### src/rtl/pipe_ctrl_pkg.sv
// Shared defines for the pipeline controller: stall codes,
// exception codes and the request bundle decoded into stalls.
package pipe_ctrl_pkg;

   localparam logic Stop   = 1'b1;
   localparam logic NoStop = 1'b0;

   localparam logic [31:0] ZeroWord = 32'h0000_0000;

   localparam logic [31:0] EXC_NONE = 32'h0000_0000;
   localparam logic [31:0] EXC_ERET = 32'h0000_000e;

   localparam logic [31:0] EXC_VECTOR_DEF = 32'h0000_0020;

   localparam logic [5:0] STALL_NONE = 6'b000000;
   localparam logic [5:0] STALL_IF   = 6'b000011;
   localparam logic [5:0] STALL_ID   = 6'b000111;
   localparam logic [5:0] STALL_EX   = 6'b001111;
   localparam logic [5:0] STALL_MEM  = 6'b011111;

   typedef enum logic {
      IDLE = 1'b0,
      HOLD = 1'b1
   } state_t;

   typedef struct packed {
      logic mem;
      logic ex;
      logic id;
      logic fetch;
   } stallreq_t;

   // The latest stage asking wins: it must hold everything behind it.
   function automatic logic [5:0] stall_enc(input stallreq_t r);
      logic [5:0] s;
      s = STALL_NONE;
      priority case (1'b1)
         r.mem:   s = STALL_MEM;
         r.ex:    s = STALL_EX;
         r.id:    s = STALL_ID;
         r.fetch: s = STALL_IF;
         default: s = STALL_NONE;
      endcase
      return s;
   endfunction

endpackage

### src/rtl/pipe_ctrl_watchdog.sv
// Counts consecutive busy cycles, saturating at LIMIT, and raises
// a sticky error flag on the edge the count reaches LIMIT.
module stall_watchdog
   import pipe_ctrl_pkg::*;
#(
   parameter int LIMIT = 1023
) (
   input  logic clk,
   input  logic rst,
   input  logic busy,
   output logic err
);

   localparam int W = (LIMIT < 2) ? 1 : $clog2(LIMIT + 1);
   localparam logic [W-1:0] LIM = W'(LIMIT);

   logic [W-1:0] cnt_q;
   logic [W-1:0] cnt_d;

   always_comb begin
      cnt_d = '0;
      if (busy) begin
         if (cnt_q == LIM)
            cnt_d = cnt_q;
         else
            cnt_d = cnt_q + 1'b1;
      end
   end

   always_ff @(posedge clk) begin
      if (rst) begin
         cnt_q <= '0;
         err   <= NoStop;
      end else begin
         cnt_q <= cnt_d;
         if (busy && cnt_d == LIM)
            err <= Stop;
      end
   end

endmodule

### src/rtl/pipe_ctrl.sv
// Pipeline controller: stall decode, exception flush with a
// one-cycle hold, stall-cycle counter and stall watchdog.
module pipe_ctrl
   import pipe_ctrl_pkg::*;
#(
   parameter logic [31:0] EXC_VECTOR = EXC_VECTOR_DEF,
   parameter int          WDT_LIMIT  = 1023
) (
   input  logic        clk,
   input  logic        rst,
   input  logic        stallreq_if,
   input  logic        stallreq_id,
   input  logic        stallreq_ex,
   input  logic        stallreq_mem,
   input  logic [31:0] excepttype_i,
   input  logic [31:0] cp0_epc_i,
   output logic [5:0]  stall,
   output logic        flush,
   output logic [31:0] new_pc,
   output logic [31:0] stall_cycles,
   output logic        wdt_err
);

   state_t    state_q;
   state_t    state_d;
   stallreq_t req;

   assign req = '{
      mem:   stallreq_mem,
      ex:    stallreq_ex,
      id:    stallreq_id,
      fetch: stallreq_if
   };

   always_comb begin
      state_d = state_q;
      stall   = STALL_NONE;
      flush   = NoStop;
      new_pc  = ZeroWord;
      if (!rst) begin
         unique case (state_q)
            IDLE: begin
               if (excepttype_i != EXC_NONE) begin
                  flush   = Stop;
                  state_d = HOLD;
                  if (excepttype_i == EXC_ERET)
                     new_pc = cp0_epc_i;
                  else
                     new_pc = EXC_VECTOR;
               end else begin
                  stall = stall_enc(req);
               end
            end
            // Flushed instructions drain; nothing is accepted here.
            HOLD: state_d = IDLE;
            default: state_d = IDLE;
         endcase
      end
   end

   always_ff @(posedge clk) begin
      if (rst)
         state_q <= IDLE;
      else
         state_q <= state_d;
   end

   always_ff @(posedge clk) begin
      if (rst)
         stall_cycles <= ZeroWord;
      else if (stall[0])
         stall_cycles <= stall_cycles + 32'd1;
   end

   stall_watchdog #(
      .LIMIT (WDT_LIMIT)
   ) u_wdt (
      .clk  (clk),
      .rst  (rst),
      .busy (stall != STALL_NONE),
      .err  (wdt_err)
   );

endmodule

### config.mk
export PLATFORM = sky130hd
export DESIGN_NAME = pipe_ctrl
export DESIGN_NICKNAME = d
export VERILOG_FILES = /design/src/rtl/pipe_ctrl_pkg.sv /design/src/rtl/pipe_ctrl_watchdog.sv /design/src/rtl/pipe_ctrl.sv
export SDC_FILE = /design/constraint.sdc
export NUM_CORES = 1
export LEC_CHECK = 0
export BUFFER_PORTS_ARGS = -buffer_cell sky130_fd_sc_hd__buf_2
export CAP_MARGIN = 40
export CORE_ASPECT_RATIO = 1.4
export CORE_MARGIN = 4
export CORE_UTILIZATION = 25
export CTS_BUF_LIST = sky130_fd_sc_hd__clkbuf_2
export DETAILED_ROUTE_END_ITERATION = 6
export GPL_TIMING_DRIVEN = 0
export HOLD_SLACK_MARGIN = 0.1
export PLACE_DENSITY = 0.47
export SLEW_MARGIN = 0
export SYNTH_ARGS = -nofsm -noshare
export SYNTH_HDL_FRONTEND = slang
export SYNTH_SLANG_ARGS = --single-unit
### constraint.sdc
create_clock -name clk -period 4.3 [get_ports clk]
set_input_delay 0.215 -clock clk [delete_from_list [all_inputs] [get_ports clk]]
set_output_delay 0.215 -clock clk [all_outputs]
set_load 0.01 [all_outputs]
Yosys cells after proc, flatten, opt, wreduce, memory -nomap -nowiden

Cells that the tools add are included.
Widths: inputs -> output; s select.

Flip-flop bits (word level): 44
Bits in latches: 0
Bits in writable memories: 0
ROM bits: 0
Bits of input ports: 70
Output and inout port bits: 72
Word-level logic and storage cells: 30
Memories: 0

Add/subtract/negate cells: 2
Multipliers: 0
Div/mod/pow operators: 0
Order comparisons: 0
Equality and inequality tests: 3
Shift operators: 0
Multiplexer cells: 17
Bitwise logic cells: 1
Reductions and logical operators: 3

Operators by type and width:

| kind                  | number |
|---|---|
| $mux 32               | 4 |
| $add 32x1->32 const B | 1 |
| $eq 32x4->1 const B   | 1 |
| $reduce_bool 32->1    | 1 |
| $eq 10x10->1 const B  | 2 |
| $mux 10               | 2 |
| $mux 5                | 3 |
| $add 10x1->10 const B | 1 |
| $mux 6                | 1 |
| $reduce_bool 6->1     | 1 |
| $mux 4                | 1 |
| $mux 1                | 3 |
| $mux 3                | 1 |
| $mux 2                | 1 |
| $pmux 1 s2            | 1 |
| $logic_and 1x1->1     | 1 |
| $not 1->1             | 1 |

Logic depth before layout (Yosys ltp)

Depth after elaboration: 11
Mapped depth: 9
Mapped depth without buffers: 6

Hierarchy

A second synthesis with hierarchy kept.

Cell total of the unflattened synthesis: 324
Area, all modules: 2586.2 µm²

By module, submodules not included:

| module         | times used | cells an instance | area each (µm²) | sequential area each (µm²) |
|---|---|---|---|---|
| pipe_ctrl      | 1          | 257               | 1996.9          | 660.6 |
| stall_watchdog | 1          | 67                | 589.3           | 220.2 |

Worst setup path after synthesis

OpenSTA, ideal clock, no wires.

Path type: reg2reg
From: reg stall_cycles[3]
To: reg stall_cycles[23]
Library setup time: 121 ps
Arrival: 2012 ps
Required time: 4179 ps
Setup slack: 2168 ps
Cell stages (with the launch flop): 6
Buffers on the path: 0
Clock period less this slack: 2132 ps
Cell sequence: dfxtp_1 > nand4_1 > nor4_1 > nand2_1 > nor4_1 > mux2_2

Word-level cells in the longest chain between the ends: 1

Ends and longest elaborated chain:

| item                   | RTL line        | source |
|---|---|---|
| start, declared        | pipe_ctrl.sv:20 | `output logic [31:0] stall_cycles,` |
| start signal, assigned | pipe_ctrl.sv:70 | `stall_cycles <= ZeroWord;` |
| start signal, assigned | pipe_ctrl.sv:72 | `stall_cycles <= stall_cycles + 32'd1;` |
| $add 32x1->32          | pipe_ctrl.sv:72 |  |

No other way between the ends.
A chain may end at the register's enable or synchronous reset.

Worst setup path in the final report

Same ends and word-level chain as after synthesis.

==> flow_metrics.py <==
metrics = {
    "placed_design": {
        "final_weighted_congestion_of_routability_driven_global_placement": 0.9098,
        "hpwl_um": 7845,
        "numPortBuffers": 140,
        "preCtsSetupSlack_ns": 1.555,
    },
    "drt": {
        "dr.pass1.iters": 4,
        "drt-initial-drc-count": 145,
        "drcViolationCount": 0,
        "post_drt_wl_per_cell_um": 14.90,
        "route.final.wire_length_um": 9715,
        "postRouteAntennaNets": 0,
        "vias": 3138,
        "detail_route.vias_per_cell": 4.813,
    },
    "floorplanning": {
        "fp.coreArea_um2": 10810,
        "row_count": 45,
        "die-width_um": 96.87,
        "die-height_um": 132.4,
        "dieArea_um2": 12830,
        "effective_utilization_at_floorplan_pct": 25.57,
        "ios": 142,
    },
    "pwr": {
        "cellLeakagePower_nw": 1.592,
        "power_density_over_the_cells_nw_per_um2": 178.2,
        "power.sequential.fraction_pct": 62.5,
        "comb_power_share_pct": 9.4,
        "net-switching-power_w": 0.0001725,
        "power.total_w": 0.0006558,
        "internal-power_w": 0.0004832,
        "ir_worst_vdd_mv": 0.1693,
        "clock_power_share_pct": 28.1,
        "swShare_pct": 26.31,
    },
    "worst_setup_path": {
        "crit_path_start": "stall_cycles[3]$_SDFFE_PP0P_",
        "critical-path-slowest-cell": "nor4_1",
        "crit-reg2reg-launch": "stall_cycles[3]$_SDFFE_PP0P_",
        "timing.critical_path.depth": 5,
        "critical-path-max-stage-delay_ns": 0.76,
        "worstPathRequired_ns": 4.65,
        "rr_worst_depth": 5,
        "criticalPathCategory": "flop to flop",
        "critical_path.n_buffers_inverters": 0,
        "crit_arrival_ns": 3.07,
        "ordered_cell_list_for_the_critical_path": "nand4_1 > nor4_1 > nand2_1 > nor4_1 > mux2_2",
        "cpMostUsedCell": "nor4_1",
        "worstSetupEndpoint": "stall_cycles[23]$_SDFFE_PP0P_",
        "maximum_fanout_count_along_the_critical_path": 8,
        "timing.rr.end": "stall_cycles[23]$_SDFFE_PP0P_",
        "timing.critical_path.to_type": "flop",
        "crit_path_max_delay_family": "simple AND/OR/NAND/NOR gates",
        "timing.critical_path.from_type": "flop",
        "r2r_slack_ns": 1.58,
    },
    "clock_tree": {
        "cts_resized": 0,
        "cts.root.buffer_cell": "clkbuf_2",
        "worst_skew_pair.late_latency_ns": 0.42,
        "clock_tree.buffer_depth": 2,
        "clock_transition_at_the_registers_of_the_reported_paths_ns": 0.22,
        "cts_tree": "yes",
        "cts_max_level": 2,
        "clock-sinks": 44,
        "cts_buffers": 5,
        "cts_hold_buf": 0,
        "post-cts-setup-buffer-count": 0,
    },
    "yosys": {
        "synth-seq-area-share_pct": 31.87,
        "ys.flop_type": "dfxtp_1",
        "synth_enable_flop_cells": 0,
        "ys_seq_elements": 44,
        "mappedNetlistNets": 435,
        "synth.yosys.warnings": 0,
        "async_reset_ff_share_pct": 0,
        "syn_area_um2": 2764,
        "synth.distinct_cells": 40,
        "syn_inst": 363,
        "syn_area_per_cell_um2": 7.614,
    },
    "grt": {
        "globalRouteTotalUtil_pct": 14.75,
        "antenna_found_initial": 0,
        "number_of_global_route_vias_before_repair": 3034,
        "grt_pass1_wl_um": 15660,
        "grt_remaining_overflow": 0,
        "grt_start_max_net_pins": 13,
    },
    "finish": {
        "synthToLayoutAreaGrowth_pct": 33.14,
        "layout_fillers": 1219,
        "antenna_diode_count": 0,
        "layout.cells.most_common_list": "buf_2 (144), nor2_1 (50), dfxtp_1 (44), and2_1 (32), nand2_1 (26)",
        "regArea_um2": 880.8,
        "multi_input_comb_area_um2": 1750,
        "layout.nets": 582,
        "final_common_cell": "buf_2",
        "proportion_of_layout_cells_with_a_drive_suffix_above_1_pct": 35.23,
    },
    "sta": {
        "tns_ns": 0,
        "max_slew.worst_pin.slew_ns": 0.8416,
        "setup_repair_after_global_routing_missed_its_margin": "no",
        "layout_min_cycle_time_ns": 2.722,
        "finalSetupViolCount": 0,
        "fmaxAchievable_ghz": 0.3674,
        "worst_setup_slack_final_ns": 1.578,
        "skew_ns": 0.004352,
        "timing_hold_violations_final": 0,
        "timing.max_slew.rel_slack_pct": 43.46,
        "finalCritPeriodShare_pct": 63.30,
        "slew_viol_final": 0,
    },
    "flow_run": {
        "cap_viol_max_count": 0,
    },
    "run_status": {
        "status": "finished clean",
    },
    "min_path": {
        "worstHoldPathType": "input port to flop",
    },
}
-- worst register-to-register path, stage by stage, from the launching register on --
cell and delay (ns):
dfxtp_1 0.49, nand4_1 0.29, nor4_1 0.76, nand2_1 0.39, nor4_1 0.35, mux2_2 0.37
-- how the worst min path moves through the flow --
stage | from | to | cells after the start
6_report | excepttype_i[22] | state_q$_SDFF_PP0_ | 5
5_1_grt | excepttype_i[22] | state_q$_SDFF_PP0_ | 5
4_1_cts | excepttype_i[22] | state_q$_SDFF_PP0_ | 5
3_5_place_dp | u_wdt.err$_SDFFE_PP0P_ | u_wdt.err$_SDFFE_PP0P_ | 2
3_3_place_gp | u_wdt.err$_SDFFE_PP0P_ | u_wdt.err$_SDFFE_PP0P_ | 2
2_1_floorplan | u_wdt.cnt_q[1]$_SDFF_PP0_ | u_wdt.cnt_q[1]$_SDFF_PP0_ | 2
-- sequential cells by signal, indices dropped and copies added, names as in the netlist --
register      flops
state_q           1
u_wdt.err         1
u_wdt.cnt_q      10
stall_cycles     32
-- cell usage after synthesis (all sizes together), types with 5 or more instances --
cell / number / area [um^2]
a21oi: 13 / 65.06
and2: 32 / 200.2
buf: 6 / 35.03
clkbuf: 15 / 56.30
dfxtp: 44 / 880.8
inv: 11 / 41.29
mux2: 22 / 247.7
nand2: 26 / 97.59
nand3: 19 / 95.09
nand4: 8 / 56.30
nor2: 50 / 187.7
nor2b: 19 / 118.9
nor3: 19 / 95.09
nor4: 18 / 140.1
o21ai: 8 / 40.04
o31ai: 8 / 60.06
or3: 5 / 31.28
or4: 10 / 78.82
-- power groups by stage --
stage               clock, W  sequential (W)  combinational [W]
global placement           0        0.000418          0.0000607
finish              0.000184        0.000410          0.0000616
global route        0.000212        0.000411          0.0000696
detailed placement         0        0.000418          0.0000621
CTS                 0.000195        0.000410          0.0000624
floorplan                  0        0.000417          0.0000194
-- routing by layer --
metal	vias up	part of all wire (%)	global-route usage [%]	wire length (um)
li1	1574	-	-	-
met1	1471	42	17.84	4110
met2	79	52	26.38	5037
met3	14	4.3	3.270	422
met4	0	1.5	3.591	144
met5	-	0	0	0
-- area by class of cell --
class	count	share of cell area (%)
timing repair buffer	140	19.04
tap	141	4.794
inverter	11	1.122
buffer	21	2.482
sequential	44	23.94
clock buffer	7	0.9521
clock inverter	1	0.1020
multi-input combinational	287	47.57
-- cell families after synthesis --
logic type / Yosys count / share of synthesized area (%)
AND/OR/NAND/NOR: 219 / 43.19
flip-flops: 44 / 31.87
AO/OA/AOI/OAI: 38 / 8.375
buffers and inverters: 32 / 4.798
multiplexers: 26 / 10.41
adder cells (fa/ha/maj): 2 / 0.9052
other: 1 / 0.1357
XOR/XNOR: 1 / 0.3169
-- per-stage QoR --
stage	hold WS (ns)	utilization (%)	cells	cell area, um^2
final	0.2135	34.04	652	3680
after global routing	0.1898	34.04	652	3680
after CTS	0.1904	34.04	652	3680
after detailed placement	0.4547	33.68	644	3641
after global placement	0.4500	33.68	644	3641
after floorplan	0.4746	-	363	2764
Note: power is estimated with default switching activity, not from simulation.
